<file path="config.mk">
export PLATFORM = sky130hd
export DESIGN_NAME = mdr_req_arbiter
export DESIGN_NICKNAME = d
export VERILOG_FILES = /design/src/rtl/mdr_pkg.sv /design/src/rtl/mdr_rr_picker.sv /design/src/rtl/mdr_req_arbiter.sv
export SDC_FILE = /design/constraint.sdc
export NUM_CORES = 1
export LEC_CHECK = 0
export BUFFER_PORTS_ARGS = -buffer_cell sky130_fd_sc_hd__buf_2
export CAP_MARGIN = 20
export CORE_ASPECT_RATIO = 0.8
export CORE_MARGIN = 2
export CORE_UTILIZATION = 44
export DETAILED_ROUTE_END_ITERATION = 16
export GPL_TIMING_DRIVEN = 1
export PLACE_DENSITY = 0.84
export SLEW_MARGIN = 10
export SYNTH_ARGS = -nofsm -noshare
export SYNTH_HDL_FRONTEND = slang
export SYNTH_SLANG_ARGS = --single-unit
</file>
<file path="constraint.sdc">
create_clock -name clk -period 2.24 [get_ports clk]
set_input_delay 0.112 -clock clk [delete_from_list [all_inputs] [get_ports clk]]
set_output_delay 0.112 -clock clk [all_outputs]
set_load 0.01 [all_outputs]
</file>
<file path="src/rtl/mdr_pkg.sv">
// rtl/mdr_pkg.sv - shared op and state types for the MDR request arbiter
package mdr_pkg;

    typedef enum logic [1:0] {
        OP_MUL  = 2'd0,
        OP_DIV  = 2'd1,
        OP_SQRT = 2'd2,
        OP_RSVD = 2'd3
    } mdr_op_e;

    typedef enum logic [1:0] {
        IDLE,
        ISSUE,
        WAIT,
        RESP
    } arb_state_e;

endpackage

</file>
<file path="src/rtl/mdr_rr_picker.sv">
// rtl/mdr_rr_picker.sv - combinational round-robin winner select starting at ptr
module mdr_rr_picker #(
    parameter int N_REQ = 2,
    parameter int IW    = 1
) (
    input  logic [N_REQ-1:0] req,
    input  logic [IW-1:0]    ptr,
    output logic             any_req,
    output logic [IW-1:0]    winner
);

    logic [2*N_REQ-1:0] req_dbl;
    logic [N_REQ-1:0]   rot;
    logic [IW-1:0]      rot_idx;
    logic [IW:0]        sum;

    always_comb begin
        req_dbl = {req, req};
        rot     = req_dbl[ptr +: N_REQ];
        rot_idx = '0;
        for (int i = N_REQ - 1; i >= 0; i--) begin
            if (rot[i]) rot_idx = IW'(i);
        end
        // Un-rotate: the rotated index is relative to ptr, wrap modulo N_REQ.
        sum     = {1'b0, rot_idx} + {1'b0, ptr};
        winner  = (sum >= (IW+1)'(N_REQ)) ? IW'(sum - (IW+1)'(N_REQ)) : IW'(sum);
        any_req = |req;
    end

endmodule

</file>
<file path="src/rtl/mdr_req_arbiter.sv">
// rtl/mdr_req_arbiter.sv - round-robin sharing of one MDR unit between N_REQ requesters
module mdr_req_arbiter
    import mdr_pkg::*;
#(
    parameter int N_REQ       = 2,
    parameter int DW          = 16,
    parameter int TIMEOUT_CYC = 64
) (
    input  logic                       clk,
    input  logic                       rst,
    input  logic [N_REQ-1:0]           req_valid,
    input  logic [N_REQ*DW-1:0]        req_x,
    input  logic [N_REQ*DW-1:0]        req_y,
    input  logic [N_REQ*2-1:0]         req_op,
    output logic [N_REQ-1:0]           req_grant,
    output logic                       mdr_start,
    output logic [DW-1:0]              mdr_x,
    output logic [DW-1:0]              mdr_y,
    output logic [1:0]                 mdr_op,
    output logic                       mdr_abort,
    input  logic                       mdr_ready,
    input  logic                       mdr_error,
    input  logic [DW-1:0]              mdr_result,
    output logic                       rsp_valid,
    output logic [$clog2(N_REQ)-1:0]   rsp_id,
    output logic [DW-1:0]              rsp_result,
    output logic                       rsp_error,
    output logic                       rsp_timeout,
    output logic                       busy
);

    localparam int IW = $clog2(N_REQ);
    localparam int CW = $clog2(TIMEOUT_CYC + 1);

    arb_state_e     state;
    logic [IW-1:0]  ptr;
    logic [CW-1:0]  cnt;
    logic           any_req;
    logic [IW-1:0]  winner;
    logic [1:0]     win_op;

    assign win_op = req_op[winner*2 +: 2];

    mdr_rr_picker #(
        .N_REQ (N_REQ),
        .IW    (IW)
    ) u_picker (
        .req     (req_valid),
        .ptr     (ptr),
        .any_req (any_req),
        .winner  (winner)
    );

    // Grant and start are registered at the capture edge so they are seen during ISSUE.
    always_ff @(posedge clk) begin
        if (rst) begin
            state       <= IDLE;
            ptr         <= '0;
            cnt         <= '0;
            req_grant   <= '0;
            mdr_start   <= 1'b0;
            mdr_x       <= '0;
            mdr_y       <= '0;
            mdr_op      <= '0;
            mdr_abort   <= 1'b0;
            rsp_valid   <= 1'b0;
            rsp_id      <= '0;
            rsp_result  <= '0;
            rsp_error   <= 1'b0;
            rsp_timeout <= 1'b0;
            busy        <= 1'b0;
        end else begin
            req_grant <= '0;
            mdr_start <= 1'b0;
            mdr_abort <= 1'b0;
            rsp_valid <= 1'b0;
            case (state)
                IDLE: begin
                    if (any_req) begin
                        mdr_x     <= req_x[winner*DW +: DW];
                        mdr_y     <= req_y[winner*DW +: DW];
                        mdr_op    <= win_op;
                        rsp_id    <= winner;
                        req_grant <= N_REQ'(1) << winner;
                        mdr_start <= (win_op != OP_RSVD);
                        busy      <= 1'b1;
                        state     <= ISSUE;
                    end
                end
                ISSUE: begin
                    cnt <= '0;
                    if (mdr_op == OP_RSVD) begin
                        rsp_error   <= 1'b1;
                        rsp_result  <= '0;
                        rsp_timeout <= 1'b0;
                        state       <= RESP;
                    end else begin
                        state <= WAIT;
                    end
                end
                WAIT: begin
                    cnt <= cnt + 1'b1;
                    if (mdr_error) begin
                        rsp_error   <= 1'b1;
                        rsp_result  <= '0;
                        rsp_timeout <= 1'b0;
                        state       <= RESP;
                    end else if (mdr_ready) begin
                        rsp_error   <= 1'b0;
                        rsp_result  <= mdr_result;
                        rsp_timeout <= 1'b0;
                        state       <= RESP;
                    end else if (cnt == CW'(TIMEOUT_CYC - 2)) begin
                        // The incremented count would reach TIMEOUT_CYC-1 this edge.
                        mdr_abort   <= 1'b1;
                        rsp_error   <= 1'b1;
                        rsp_result  <= '0;
                        rsp_timeout <= 1'b1;
                        state       <= RESP;
                    end
                end
                RESP: begin
                    rsp_valid <= 1'b1;
                    ptr       <= (rsp_id == IW'(N_REQ - 1)) ? '0 : rsp_id + 1'b1;
                    busy      <= 1'b0;
                    state     <= IDLE;
                end
                default: state <= IDLE;
            endcase
        end
    end

endmodule

</file>
Yosys cells after proc, flatten, opt, wreduce, memory -nomap -nowiden
Index checks and enable logic that the tools add are counted.

$add $sub $neg: 4. $lt $le $gt $ge: 1. Equal/unequal tests: 9. Shift-type cells: 5. Muxes and demuxes: 28. Bitwise gates (word level): 3. Reductions and logical operators: 10.

Operator list (count): $mux 16 (4); $shiftx 32x6->16 (2); $pmux 16 s2 (1); $mux 1 (14); $pmux 7 s2 (1); $mux 2 (4); $pmux 2 s4 (1); $add 7x1->7 const B (1); $eq 7x6->1 const B (1); $eq 2x2->1 const B (3); $ne 2x2->1 const B (3); $pmux 1 s2 (3); $reduce_and 2->1 (3); $ne 4x4->1 const B (1); $reduce_bool 2->1 (2); $reduce_or 4->1 (1); $shiftx 4x2->2 (1); $shiftx 4x3->2 (1); $not 1->1 (3); $reduce_and 3->1 (1); $reduce_or 3->1 (1); $add 1x1->2 (1); $eq 2x1->1 const B (1); $ge 2x2->1 const B (1); other kinds (5) (5).

Bits in registers: 69.

Depth between registers and ports, before layout
Depth after elaboration: 8. Depth in mapped cells: 8.

Cells and area by module
Synthesis repeated with hierarchy kept, for this count alone.

Cells, all modules: 279. Area total of the unflattened synthesis: 2778.9 µm².

Modules (own cells, without submodules): mdr_req_arbiter (times used 1, cells an instance 276, area an instance 2757.6 µm², seq. area each 1381.3 µm²); mdr_rr_picker (times used 1, cells an instance 3, area an instance 21.3 µm², seq. area each 0.0 µm²).

Worst setup path after synthesis
OpenSTA, ideal clock, no wires.

Path kind: flip-flop to flip-flop. Start point: register state[0]. End point: register rsp_result[10]. Library setup time: 57 ps. Data arrival time: 1679 ps. Required time: 2183 ps. Setup slack: 504 ps. Cell stages (with the launch flop): 8. Buffers on the path: 1. Clock period less this slack: 1736 ps. Path through: dfxtp_1 > inv_1 > ha_1 > or3b_1 > o21bai_4 > a21oi_4 > buf_6 > a22o_2.

Cells in the longest elaborated chain, start to end: 3.

RTL lines: start, declared (RTL line mdr_req_arbiter.sv:35) `arb_state_e state;`; start signal, assigned (RTL line mdr_req_arbiter.sv:57) `state <= IDLE;`; start signal, assigned (RTL line mdr_req_arbiter.sv:87) `state <= ISSUE;`; start signal, assigned (RTL line mdr_req_arbiter.sv:96) `state <= RESP;`; $eq 2x2->1 / $eq 2x1->1 (equally long branches) (RTL line mdr_req_arbiter.sv:77) `case (state)`; $ne 4x4->1 (no line), or another cell as far along; $reduce_and 3->1 (no line); end signal, assigned (RTL line mdr_req_arbiter.sv:110) `rsp_result <= mdr_result;`; end, declared (RTL line mdr_req_arbiter.sv:26) `output logic [DW-1:0] rsp_result,`.

Parallel ways exist; a longest one is shown, timed or not. A chain may end at the register's enable or synchronous reset.

Worst setup path after layout
Ends and elaborated chain as after synthesis.

==> results.sh <==
export IMPL_cts_tree="done"
export IMPL_yosysWarningCount=0
export IMPL_p_leak_nw=1.86
export IMPL_clkTransAtPathRegs_ps=70
export IMPL_wire_per_inst_um=14.5
export IMPL_netSwitchingFraction_pct=31.7
export IMPL_die_w_um=92.7
export IMPL_dieArea_mm2=0.00695
export IMPL_cp_data_required_time_ps=2520
export IMPL_path_cells="inv_1 > ha_1 > or3b_1 > o21bai_4 > a21oi_4 > a22o_2"
export IMPL_p_sw_w=0.00117
export IMPL_fin_crit_sh_pct=89.3
export IMPL_skew_ps=6.64
export IMPL_rr_worst_depth=6
export IMPL_globalplace_congestion=0.748
export IMPL_fin_crit_ps=2000
export IMPL_syn_area_per_cell_um2=11.2
export IMPL_holdCritStartpoint="mdr_ready"
export IMPL_crit_type="flop to flop"
export IMPL_grt_max_degree=38
export IMPL_cts_root_buf="clkbuf_8"
export IMPL_crit_arrival_ps=2280
export IMPL_worst_pin_slew_ps=753
export IMPL_syn_area_mm2=0.00277
export IMPL_post_dp_hpwl_mm=5.13
export IMPL_p_per_area_mw_per_mm2=933
export IMPL_post_cts_setup_buffers=0
export IMPL_peakVddDrop_mv=0.357
export IMPL_synthToLayoutAreaGrowth_pct=43.4
export IMPL_fin_ws_ps=240
export IMPL_ctsHtreeMaxLevel=3
export IMPL_crit_path_end_kind="flop"
export IMPL_max_cap_viol_count=0
export IMPL_r2r_end="rsp_result[10]"
export IMPL_hp_class="input pin to flop"
export IMPL_fmax_mhz=500
export IMPL_maxSlewViolCount=0
export IMPL_first_global_vias=2347
export IMPL_drive_gt1_share_pct=43.5
export IMPL_grt_pass1_wl_mm=10.8
export IMPL_die_height_um=75.0
export IMPL_antenna_cells=0
export IMPL_cts_buffers_inserted=9
export IMPL_fin_setup_tns_ps=0
export IMPL_final_cell_mix="buf_2 (148), dfxtp_1 (69), mux2i_1 (35)"
export IMPL_start_kind="flop"
export IMPL_comb_power_share_pct=29.7
export IMPL_r2r_slack_ps=240
export IMPL_whs_endpoint="rsp_error"
export IMPL_ant_nets=0
export IMPL_boundaryPins=149
export IMPL_syn_num_nets=344
export IMPL_drc_errors=0
export IMPL_p_seq_share_pct=42.1
export IMPL_rsz0062_at_grt="false"
export IMPL_relSlewSlack_pct=49.8
export IMPL_layout_commonest_cell="buf_2"
export IMPL_synth_seq_cells=69
export IMPL_routed_via_density=5.09
export IMPL_antenna_found_initial=0
export IMPL_p_int_w=0.00253
export IMPL_cp_num_buf_inv=1
export IMPL_ys_seq_area_share_pct=49.9
export IMPL_path_depth=6
export IMPL_fillCellCount=490
export IMPL_outcome="finished, final reports clean"
export IMPL_path_delay_family="compound AO/OA/AOI/OAI gates"
export IMPL_layout_nets=508
export IMPL_whs_path_depth=2
export IMPL_cp_startpoint="state[0]"
export IMPL_cts_hold_fix_buffers=18
export IMPL_initialDrtViolationCount=63
export IMPL_r2r_start="state[0]"
export IMPL_grtUsageTotal_pct=20.2
export IMPL_ys_types=35
export IMPL_hold_slack_ps=32.9
export IMPL_drt_first_pass_iters=4
export IMPL_cp_slowest_cell="or3b_1"
export IMPL_wl_mm=7.21
export IMPL_cts_path_max_buffers=2
export IMPL_core_rowCount=25
export IMPL_io_buffers=148
export IMPL_crit_fanout=16
export IMPL_initial_utilization_pct=46.1
export IMPL_coreArea_mm2=0.00601
export IMPL_pre_cts_slack_ps=280
export IMPL_p_clk_share_pct=28.2
export IMPL_syn_inst=247
export IMPL_finalHoldViolations=0
export IMPL_clkLatencyLatePin_ps=340
export IMPL_ctsResizeCount=0
export IMPL_setup_viol=0
export IMPL_clock_sinks=69
export IMPL_vias=2531
export IMPL_grt_overflow=0
export IMPL_max_stage_delay_ps=410
==> per-stage QoR <==
stage | std cells | total power, W | utilization, % | instance area [µm²]
after global routing | 497 | 0.00392 | 66.1 | 3970
after detailed placement | 463 | 0.00267 | 59.6 | 3580
final | 497 | 0.00371 | 66.1 | 3970
after global placement | 463 | 0.00262 | 59.6 | 3580
after floorplan | 247 | 0.00224 | - | 2770
after CTS | 497 | 0.00374 | 66.1 | 3970
==> state kept, by name (all words and copies together), names as in the netlist <==
name	cells
mdr_y	16
busy	1
mdr_abort	1
state	2
rsp_id	1
mdr_op	2
req_grant	2
ptr	1
rsp_valid	1
rsp_timeout	1
mdr_x	16
mdr_start	1
rsp_result	16
cnt	7
rsp_error	1
==> power groups by stage <==
stage                     Clock [W]  Sequential (W)  Combinational [W]
after floorplan                   0         0.00167           0.000576
after global placement            0         0.00158            0.00104
after detailed placement          0         0.00158            0.00108
after CTS                   0.00107         0.00156            0.00111
after global routing        0.00112         0.00159            0.00121
final                       0.00105         0.00156            0.00110
==> Yosys cell counts <==
| cell type | count | area [µm²] |
|---|---|---|
| a211oi_1 | 2 | 15.0 |
| a21boi_0 | 1 | 7.51 |
| a21o_1 | 2 | 15.0 |
| a21oi_1 | 9 | 45.0 |
| a21oi_4 | 1 | 16.3 |
| a22o_1 | 6 | 52.6 |
| a22o_2 | 10 | 100 |
| a311oi_1 | 3 | 26.3 |
| and4b_1 | 1 | 10.0 |
| buf_2 | 8 | 40.0 |
| buf_6 | 1 | 11.3 |
| clkbuf_1 | 5 | 18.8 |
| clkbuf_2 | 1 | 5.00 |
| dfxtp_1 | 69 | 1380 |
| ha_1 | 7 | 87.6 |
| inv_1 | 6 | 22.5 |
| maj3_1 | 1 | 10.0 |
| mux2i_1 | 35 | 350 |
| nand2_1 | 5 | 18.8 |
| nand2b_1 | 2 | 12.5 |
| nand3_1 | 2 | 10.0 |
| nand4_1 | 2 | 12.5 |
| nand4b_1 | 1 | 8.76 |
| nor2_1 | 15 | 56.3 |
| nor2b_1 | 4 | 25.0 |
| nor4_1 | 1 | 6.26 |
| o21ai_0 | 3 | 15.0 |
| o21ai_2 | 1 | 8.76 |
| o21bai_1 | 1 | 7.51 |
| o21bai_4 | 1 | 18.8 |
| o2bb2ai_1 | 34 | 298 |
| or3_1 | 2 | 12.5 |
| or3b_1 | 1 | 8.76 |
| or3b_2 | 1 | 8.76 |
| xor2_1 | 3 | 26.3 |
==> per-layer routing <==
| metal | GRT usage (%) | vias up | wire length [µm] |
|---|---|---|---|
| met1 | 23.1 | 1165 | 3080 |
| met3 | 6.21 | 9 | 561 |
| met2 | 35.6 | 104 | 3490 |
| li1 | - | 1253 | - |
| met4 | 8.99 | 0 | 82 |
| met5 | 0 | - | 0 |
==> final cells by class <==
class	count	area [µm²]	share of cell area, %
well taps	81	101	2.55
repair buffers	168	961	24.2
flip-flops and latches	69	1380	34.8
inverters	6	22.5	0.567
multi-input cells	157	1290	32.6
clock inverters	3	42.5	1.07
clock buffers	13	169	4.25
==> cells by family after synthesis <==
logic type                 Yosys count  synth area share [%]
and+or+nand+nor                     37                  6.87
xor gates and xnor gates             3                 0.949
DFF                                 69                  49.9
adders and majority gates            8                  3.52
buffers and inverters               21                  3.52
AOI/OAI and AO/OA                   74                  22.6
muxes                               35                  12.7
==> worst max-delay path by stage <==
stage	to	slack [ps]
after CTS	rsp_result[14]	260
after global routing	rsp_result[10]	120
after detailed placement	rsp_result[14]	280
after floorplan	rsp_result[10]	500
after global placement	rsp_result[11]	350
final	rsp_result[10]	240
==> worst register-to-register path: cells and delay by family, from the launching register on <==
kind            cells  cell delay, ps
compound gates      3             830
simple gates        1             410
flops               1             340
fa+ha+maj           1             230
buf+inv             1             130
No activity file was read; power rests on OpenSTA's default activity.
